[config.mk]
export PLATFORM = sky130hd
export DESIGN_NAME = aes_sbox
export DESIGN_NICKNAME = d
export VERILOG_FILES = /design/src/rtl/aes_pkg.sv /design/src/rtl/aes_gf_inv.sv /design/src/rtl/aes_sbox.sv
export SDC_FILE = /design/constraint.sdc
export NUM_CORES = 1
export LEC_CHECK = 0
export BUFFER_PORTS_ARGS = -buffer_cell sky130_fd_sc_hd__buf_2
export CAP_MARGIN = 20
export CORE_MARGIN = 2
export CORE_UTILIZATION = 50
export CTS_CLUSTER_SIZE = 16
export DETAILED_ROUTE_END_ITERATION = 8
export PLACE_DENSITY_LB_ADDON = 0.1
export SYNTH_ARGS = -nofsm -noshare
export SYNTH_HDL_FRONTEND = slang
export SYNTH_HIERARCHICAL = 1
export SYNTH_SLANG_ARGS = --single-unit
[constraint.sdc]
create_clock -name clk -period 34.1 [get_ports clk]
set_input_delay 3.41 -clock clk [delete_from_list [all_inputs] [get_ports clk]]
set_output_delay 3.41 -clock clk [all_outputs]
set_load 0.05 [all_outputs]
[src/rtl/aes_pkg.sv]
// Shared AES constants, byte type and GF(2^8) multiply helper used by the
// substitution datapath.
package aes_pkg;

    typedef logic [7:0] aes_byte_t;

    localparam aes_byte_t AES_POLY      = 8'h1B;
    localparam aes_byte_t AES_AFF_C     = 8'h63;
    localparam aes_byte_t AES_INV_AFF_C = 8'h05;

    // Shift-and-add multiply in GF(2^8), reducing by x^8+x^4+x^3+x+1 each step.
    function automatic aes_byte_t gf_mul(input aes_byte_t a, input aes_byte_t b);
        aes_byte_t p;
        aes_byte_t t;
        p = 8'h00;
        t = a;
        for (int i = 0; i < 8; i++) begin
            if (b[i]) begin
                p = p ^ t;
            end else begin
                p = p;
            end
            t = {t[6:0], 1'b0} ^ (t[7] ? AES_POLY : 8'h00);
        end
        return p;
    endfunction

    function automatic aes_byte_t gf_sq(input aes_byte_t a);
        return gf_mul(a, a);
    endfunction

endpackage

[src/rtl/aes_gf_inv.sv]
// Combinational GF(2^8) multiplicative inverse as a^254; 0 maps to 0 naturally.
module aes_gf_inv
    import aes_pkg::*;
(
    input  aes_byte_t a,
    output aes_byte_t a_inv
);

    aes_byte_t p2_s, p3_s, p6_s, p7_s, p14_s, p15_s;
    aes_byte_t p30_s, p31_s, p62_s, p63_s, p126_s, p127_s;

    // Addition chain: 254 = 2*(2*(2*(2*(2*(2*3+1)+1)+1)+1)+1), one square per doubling.
    always_comb begin
        p2_s   = gf_sq(a);
        p3_s   = gf_mul(p2_s, a);
        p6_s   = gf_sq(p3_s);
        p7_s   = gf_mul(p6_s, a);
        p14_s  = gf_sq(p7_s);
        p15_s  = gf_mul(p14_s, a);
        p30_s  = gf_sq(p15_s);
        p31_s  = gf_mul(p30_s, a);
        p62_s  = gf_sq(p31_s);
        p63_s  = gf_mul(p62_s, a);
        p126_s = gf_sq(p63_s);
        p127_s = gf_mul(p126_s, a);
        a_inv  = gf_sq(p127_s);
    end

endmodule

[src/rtl/aes_sbox.sv]
// Bidirectional AES S-box: one shared GF inverter with affine maps muxed on enc,
// plus a one-cycle registered copy of the result.
module aes_sbox
    import aes_pkg::*;
(
    input  logic      clk,
    input  logic      rst,
    input  logic      enc,
    input  aes_byte_t sbox_in,
    output aes_byte_t sbox_out,
    output aes_byte_t sbox_out_q
);

    // Bit i collects b_i ^ b_(i+4..i+7); {b[k-1:0], b[7:k]} places b_(i+k) at bit i.
    function automatic aes_byte_t aff_fwd(input aes_byte_t b);
        return b ^ {b[3:0], b[7:4]} ^ {b[4:0], b[7:5]}
                 ^ {b[5:0], b[7:6]} ^ {b[6:0], b[7]} ^ AES_AFF_C;
    endfunction

    function automatic aes_byte_t aff_inv(input aes_byte_t b);
        return {b[1:0], b[7:2]} ^ {b[4:0], b[7:5]} ^ {b[6:0], b[7]} ^ AES_INV_AFF_C;
    endfunction

    aes_byte_t inv_in_s;
    aes_byte_t inv_out_s;
    aes_byte_t sbox_out_s;
    aes_byte_t sbox_out_q_r;

    // Inverter input: raw byte for forward, un-affined byte for inverse.
    always_comb begin
        inv_in_s = sbox_in;
        if (enc) begin
            inv_in_s = sbox_in;
        end else begin
            inv_in_s = aff_inv(sbox_in);
        end
    end

    aes_gf_inv u_gf_inv (
        .a     (inv_in_s),
        .a_inv (inv_out_s)
    );

    // Output select: affine of the inverse for forward, bare inverse otherwise.
    always_comb begin
        sbox_out_s = inv_out_s;
        if (enc) begin
            sbox_out_s = aff_fwd(inv_out_s);
        end else begin
            sbox_out_s = inv_out_s;
        end
    end

    // Pipeline copy; reset clears it asynchronously and drops any in-flight value.
    always_ff @(posedge clk or posedge rst) begin
        if (rst) begin
            sbox_out_q_r <= 8'h00;
        end else begin
            sbox_out_q_r <= sbox_out_s;
        end
    end

    assign sbox_out   = sbox_out_s;
    assign sbox_out_q = sbox_out_q_r;

endmodule

## After elaboration in Yosys (flattened, before gate mapping)

Cells that the tools add are included.

| word-level totals | value |
|---|---|
| register bits after elaboration | 8 |
| latch bits | 0 |
| RAM bits | 0 |
| bits in read-only memories | 0 |
| input port bits | 11 |
| output and inout bits | 16 |
| word-level logic and storage cells | 388 |
| memories kept | 0 |

| cells by class | value |
|---|---|
| $add $sub $neg | 0 |
| multipliers | 0 |
| divide/modulo/power cells | 0 |
| order comparisons | 0 |
| equal/unequal tests | 0 |
| shifts and indexed selects | 0 |
| multiplexer cells | 197 |
| bitwise gates (word level) | 190 |
| reduce and logical (&&, ||, !) cells | 0 |

Operator list:

| cell | count |
|---|---|
| $xor A8 B8 Y8 | 188 |
| $mux W8 | 106 |
| $mux W5 | 91 |
| $not A4 Y4 | 1 |
| $not A2 Y2 | 1 |

## Longest topological paths before layout

| logic depth | value |
|---|---|
| depth in word-level cells | 218 |
| mapped depth | 91 |
| gate-level depth less buffers | 79 |

## Modules after synthesis

Netlist, hierarchy kept.

By module, submodules not included:

| module | instances | cells each | area each (um2) | sequential area each (um2) |
|---|---|---|---|---|
| aes_gf_inv | 1 | 1,728 | 14,203.6 | 0.0 |
| aes_sbox | 1 | 72 | 666.9 | 200.2 |

## Worst setup path after synthesis

OpenSTA, ideal clock, no wires.

| timing path | value |
|---|---|
| path type | input to output |
| start | input sbox_in[4] |
| end | output sbox_out[0] |
| data arrival time | 23.680 ns |
| path slack | 7.010 ns |
| stages | 81 |
| path through | xnor2_1 -> xor2_1 -> o21ai_1 -> ha_1 -> xor2_1 -> nand2_1 -> xnor3_2 -> xor3_1 -> xnor3_1 -> nor2_1 -> xor2_1 -> xnor2_1 -> xor2_1 -> inv_2 -> clkbuf_1 -> ha_1 -> xor2_1 -> xnor2_1 -> (+45 left out) -> xnor2_4 -> xnor3_1 -> nand2_1 -> xnor2_1 -> xnor2_1 -> xnor2_1 -> buf_2 -> ha_1 -> xnor3_1 -> xnor2_1 -> and3_1 -> a2111oi_2 -> xnor2_1 -> xnor2_1 -> xnor2_2 -> xnor2_1 -> nand2_1 -> xnor2_1 |

| between the ends | value |
|---|---|
| word-level cells in the longest chain between the ends | 210 |
| elaborated cells between the ends (all ways) | 386 |
| classes of those cells | mux: 196; bitwise: 190 |

Ends and longest elaborated chain:

| item | line | source |
|---|---|---|
| start: declaration | aes_sbox.sv:9 | `input aes_byte_t sbox_in,` |
| $xor A8 B8 Y8 (*) (2 in series) | aes_sbox.sv:21 | `return {b[1:0], b[7:2]} ^ {b[4:0], b[7:5]} ^ {b[6:0], b[7]} ^ AES_INV_AFF_C;` |
| $mux W8 (*) | aes_sbox.sv:32 | `if (enc) begin` |
| named net inv_in_s[7] | aes_sbox.sv:24 | `aes_byte_t inv_in_s;` |
| $mux W5 or $mux W8 (tied branches) | aes_pkg.sv:23, aes_pkg.sv:18 |  |
| $xor A8 B8 Y8, on equally long branches | aes_pkg.sv:23, aes_pkg.sv:19 |  |
| $xor A8 B8 Y8 or $mux W8 (tied branches) | aes_pkg.sv:19, aes_pkg.sv:18 |  |
| $mux W8 or $xor A8 B8 Y8 (tied branches) | aes_pkg.sv:18, aes_pkg.sv:19 |  |
| $xor A8 B8 Y8 or $mux W8 (tied branches) | aes_pkg.sv:19, aes_pkg.sv:18 |  |
| (+193 left out) | n/a |  |
| $mux W8 | aes_pkg.sv:18 | `if (b[i]) begin` |
| $xor A8 B8 Y8 | aes_pkg.sv:19 | `p = p ^ t;` |
| $mux W8 (*) | aes_pkg.sv:18 |  |
| named net inv_out_s[4] | aes_sbox.sv:25 | `aes_byte_t inv_out_s;` |
| $xor A8 B8 Y8 (*) (2 in series) | aes_sbox.sv:16 | `return b ^ {b[3:0], b[7:4]} ^ {b[4:0], b[7:5]}` |
| $xor A8 B8 Y8 (*) (2 in series) | aes_sbox.sv:17 | `^ {b[5:0], b[7:6]} ^ {b[6:0], b[7]} ^ AES_AFF_C;` |
| $not A4 Y4 (no source line) (*) | n/a |  |
| $mux W8 (*) | aes_sbox.sv:47 | `if (enc) begin` |
| end: declaration | aes_sbox.sv:10 | `output aes_byte_t sbox_out,` |

The timed path passes the listed nets; every way through them passes the cells marked *.

## Final worst setup path

| timing path | value |
|---|---|
| start | input sbox_in[4] |
| end | output sbox_out[6] |

| between the ends | value |
|---|---|
| elaborated cells between the ends (all ways) | 386 |
| classes of those cells | mux: 196; bitwise: 190 |

RTL lines:

| item | line |
|---|---|
| $xor A8 B8 Y8 (*) (2 in series) | aes_sbox.sv:21 |
| $mux W8 (*) | aes_sbox.sv:32 |
| named net inv_in_s[7] | aes_sbox.sv:24 |
| $mux W5 or $mux W8 (tied branches) | aes_pkg.sv:23, aes_pkg.sv:18 |
| $xor A8 B8 Y8, on equally long branches | aes_pkg.sv:23, aes_pkg.sv:19 |
| $xor A8 B8 Y8 or $mux W8 (tied branches) | aes_pkg.sv:19, aes_pkg.sv:18 |
| $mux W8 or $xor A8 B8 Y8 (tied branches) | aes_pkg.sv:18, aes_pkg.sv:19 |
| $xor A8 B8 Y8 or $mux W8 (tied branches) | aes_pkg.sv:19, aes_pkg.sv:18 |
| (+192 left out) | n/a |
| $xor A8 B8 Y8 | aes_pkg.sv:19 |
| $mux W8 | aes_pkg.sv:18 |
| $xor A8 B8 Y8 | aes_pkg.sv:19 |
| $mux W8 (*) | aes_pkg.sv:18 |
| named net inv_out_s[4] | aes_sbox.sv:25 |
| $xor A8 B8 Y8 (*) (2 in series) | aes_sbox.sv:17 |
| $not A4 Y4 (no source line) (*) | n/a |
| $mux W8 (*) | aes_sbox.sv:47 |

Marks and branches as above.

==> reports/qor.yml <==
status:
  status: "completed"
setup_path:
  worst_path_largest_cell_delay_ns: 0.85
  crit_path_start_kind: "input port"
  cp_slowest_cell: "xnor3_1"
  arrival_ns: 28.36
  worst_setup_path_end_kind: "output port"
  crit_top_cell: "xnor2_1"
  crit_type: "input port to output port"
  critPathMaxFanout: 28
  crit_start: "sbox_in[4]"
  worstPathRequired_ns: 30.69
global_route:
  grt_pass1_wl_um: 69800
  antenna_found_initial: 0
  grt_use_total: 0.281
  grt_pass1_vias: 12100
  grt-ovfl-total: 0
  grt_start_max_net_pins: 53
placed_design:
  place.gp.congestion: 0.895
  portBuffers: 26
  place_hpwl_um: 31400
run:
  drv_cap: 0
logic_synthesis:
  async_flop_share: 1.00
  synth-seq-cells: 8
  synth_area_leaders: "xnor2_1, xnor3_1, nand2_1"
  ys_warn_count: 6
  syn_nets: 1818
  synth_edf_count: 0
  synth-seq-area-share: 0.0135
  syn_inst: 1800
  avgSynthCellArea_sq_um: 8.26
  synth_area_leader_cell: "xnor2_1"
  synth.top_cell.area_share: 0.177
  ys_types: 100
  netlist_area_sq_um: 14900
  synth_flop_cell: "dfrtp_1"
clocking:
  h-tree-depth: 1
  cts-root-buf: "clkbuf_16"
  post_cts_buffers: 0
  cts_num_sinks: 8
  clk_pin_slew_ns: 0.04
  cts_tree: "built"
  cts_resized: 0
  cts_buffers: 3
  clock_path_buffers: 2
  hold_buffers: 0
sta:
  finalCritPeriodShare: 0.932
  drv_slew: 0
  fin_hold_ws_ns: 3.11
  final-hold-violation-count: 0
  rsz0062_at_grt: "false"
  period_needed_ns: 31.77
  slew_headroom: 0.312
  setup_viol: 0
  finalSetupTns_ns: 0
  worstMarginPinSlew_ns: 1.03
  max_freq_ghz: 0.0315
cells_and_area:
  layout_commonest_cell: "xnor2_1"
  largest_reg_flops: 8
  fin_nets: 1760
  drive_gt1_frac: 0.136
  antenna_cells: 0
  final_cell_mix: "xnor2_1, nand2_1, nor2_1"
  syn_to_final_growth_pct: 2.99
die:
  start_util: 0.504
  die_w_um: 176
  pin_count: 27
  die_area_sq_um: 31100
  rows: 63
  fp.dieH_um: 176
  core_sq_um: 29500
detailed_routing:
  vias: 12700
  wl_per_cell_um: 20.7
  drt-pass1-iter-count: 6
  drt_wl_total_um: 44100
  drt_iter0_drc: 1256
  drc_errors: 0
  ant_nets: 0
  viasPerCell: 5.98
min_path:
  min_path_type: "input port to async pin"
-- cells by family after synthesis --
kind of cell / Yosys count / synth area share
adders and majority gates: 7 / 0.00589
muxes: 73 / 0.0507
DFF: 8 / 0.0135
AOI/OAI and AO/OA: 320 / 0.150
and+or+nand+nor: 621 / 0.190
xor gates and xnor gates: 616 / 0.541
buffers and inverters: 155 / 0.0485
-- cells in the mapped netlist, types with 15 or more instances --
cell type / instances
xnor2_1: 301
a21oi_1: 73
a22oi_1: 23
xor2_2: 16
nor3_1: 35
nand2_1: 258
o22ai_1: 20
xnor3_1: 88
xnor2_4: 17
nor2_1: 168
inv_1: 20
clkbuf_1: 48
o21ai_1: 23
buf_2: 40
xnor2_2: 51
and3_1: 19
xor3_1: 24
mux2i_1: 55
o21ai_0: 50
nand2b_1: 15
nand3_1: 31
and2_1: 15
nor2b_1: 23
xor2_1: 103
buf_1: 18
a211oi_1: 16
-- per-stage QoR --
step,instance area (sq um),utilization,worst slack [ns],cells
CTS,15300,0.519,2.24,2129
finish,15300,0.519,2.33,2130
floorplan,14900,-,7.01,1800
detailed placement,15200,0.517,2.34,2126
global placement,15200,0.517,2.85,2126
global route,15300,0.519,0.565,2130
-- worst max-delay path, delay by kind of cell --
kind | cells | cell delay (ns)
buf+inv | 9 | 2.13
compound gates | 11 | 2.59
simple gates | 16 | 3.39
fa+ha+maj | 6 | 2.54
mux | 1 | 0.22
xor+xnor | 36 | 13.91
-- final timing paths --
kind / to / slack (ns) / cells after the start
max in group asynchronous: sbox_out_q[1]$_DFF_PP0_ / 30.76 / 2
min in group clk: sbox_out_q[2]$_DFF_PP0_ / 3.77 / 3
setup / recovery: sbox_out[6] / 2.33 / 79
hold / removal: sbox_out_q[2]$_DFF_PP0_ / 3.11 / 2
-- cell type report --
cell class              instances  area, sq um
flip-flops and latches          8          200
inverters                      32          120
well taps                     390          488
repair buffers                 60          385
fillers                      2833        14200
multi-input cells            1637        14000
clock buffers                   3         75.1
-- metal layers --
metal	track usage	vias to the layer above	part of all wire
met1	0.412	6157	0.46
met4	0.0610	0	0.021
met3	0.0196	56	0.064
li1	-	6060	-
met2	0.453	463	0.45
met5	0	-	0
Power is not shown: default switching activity piles up to over one toggle a cycle in this logic, so the estimate is an artifact.
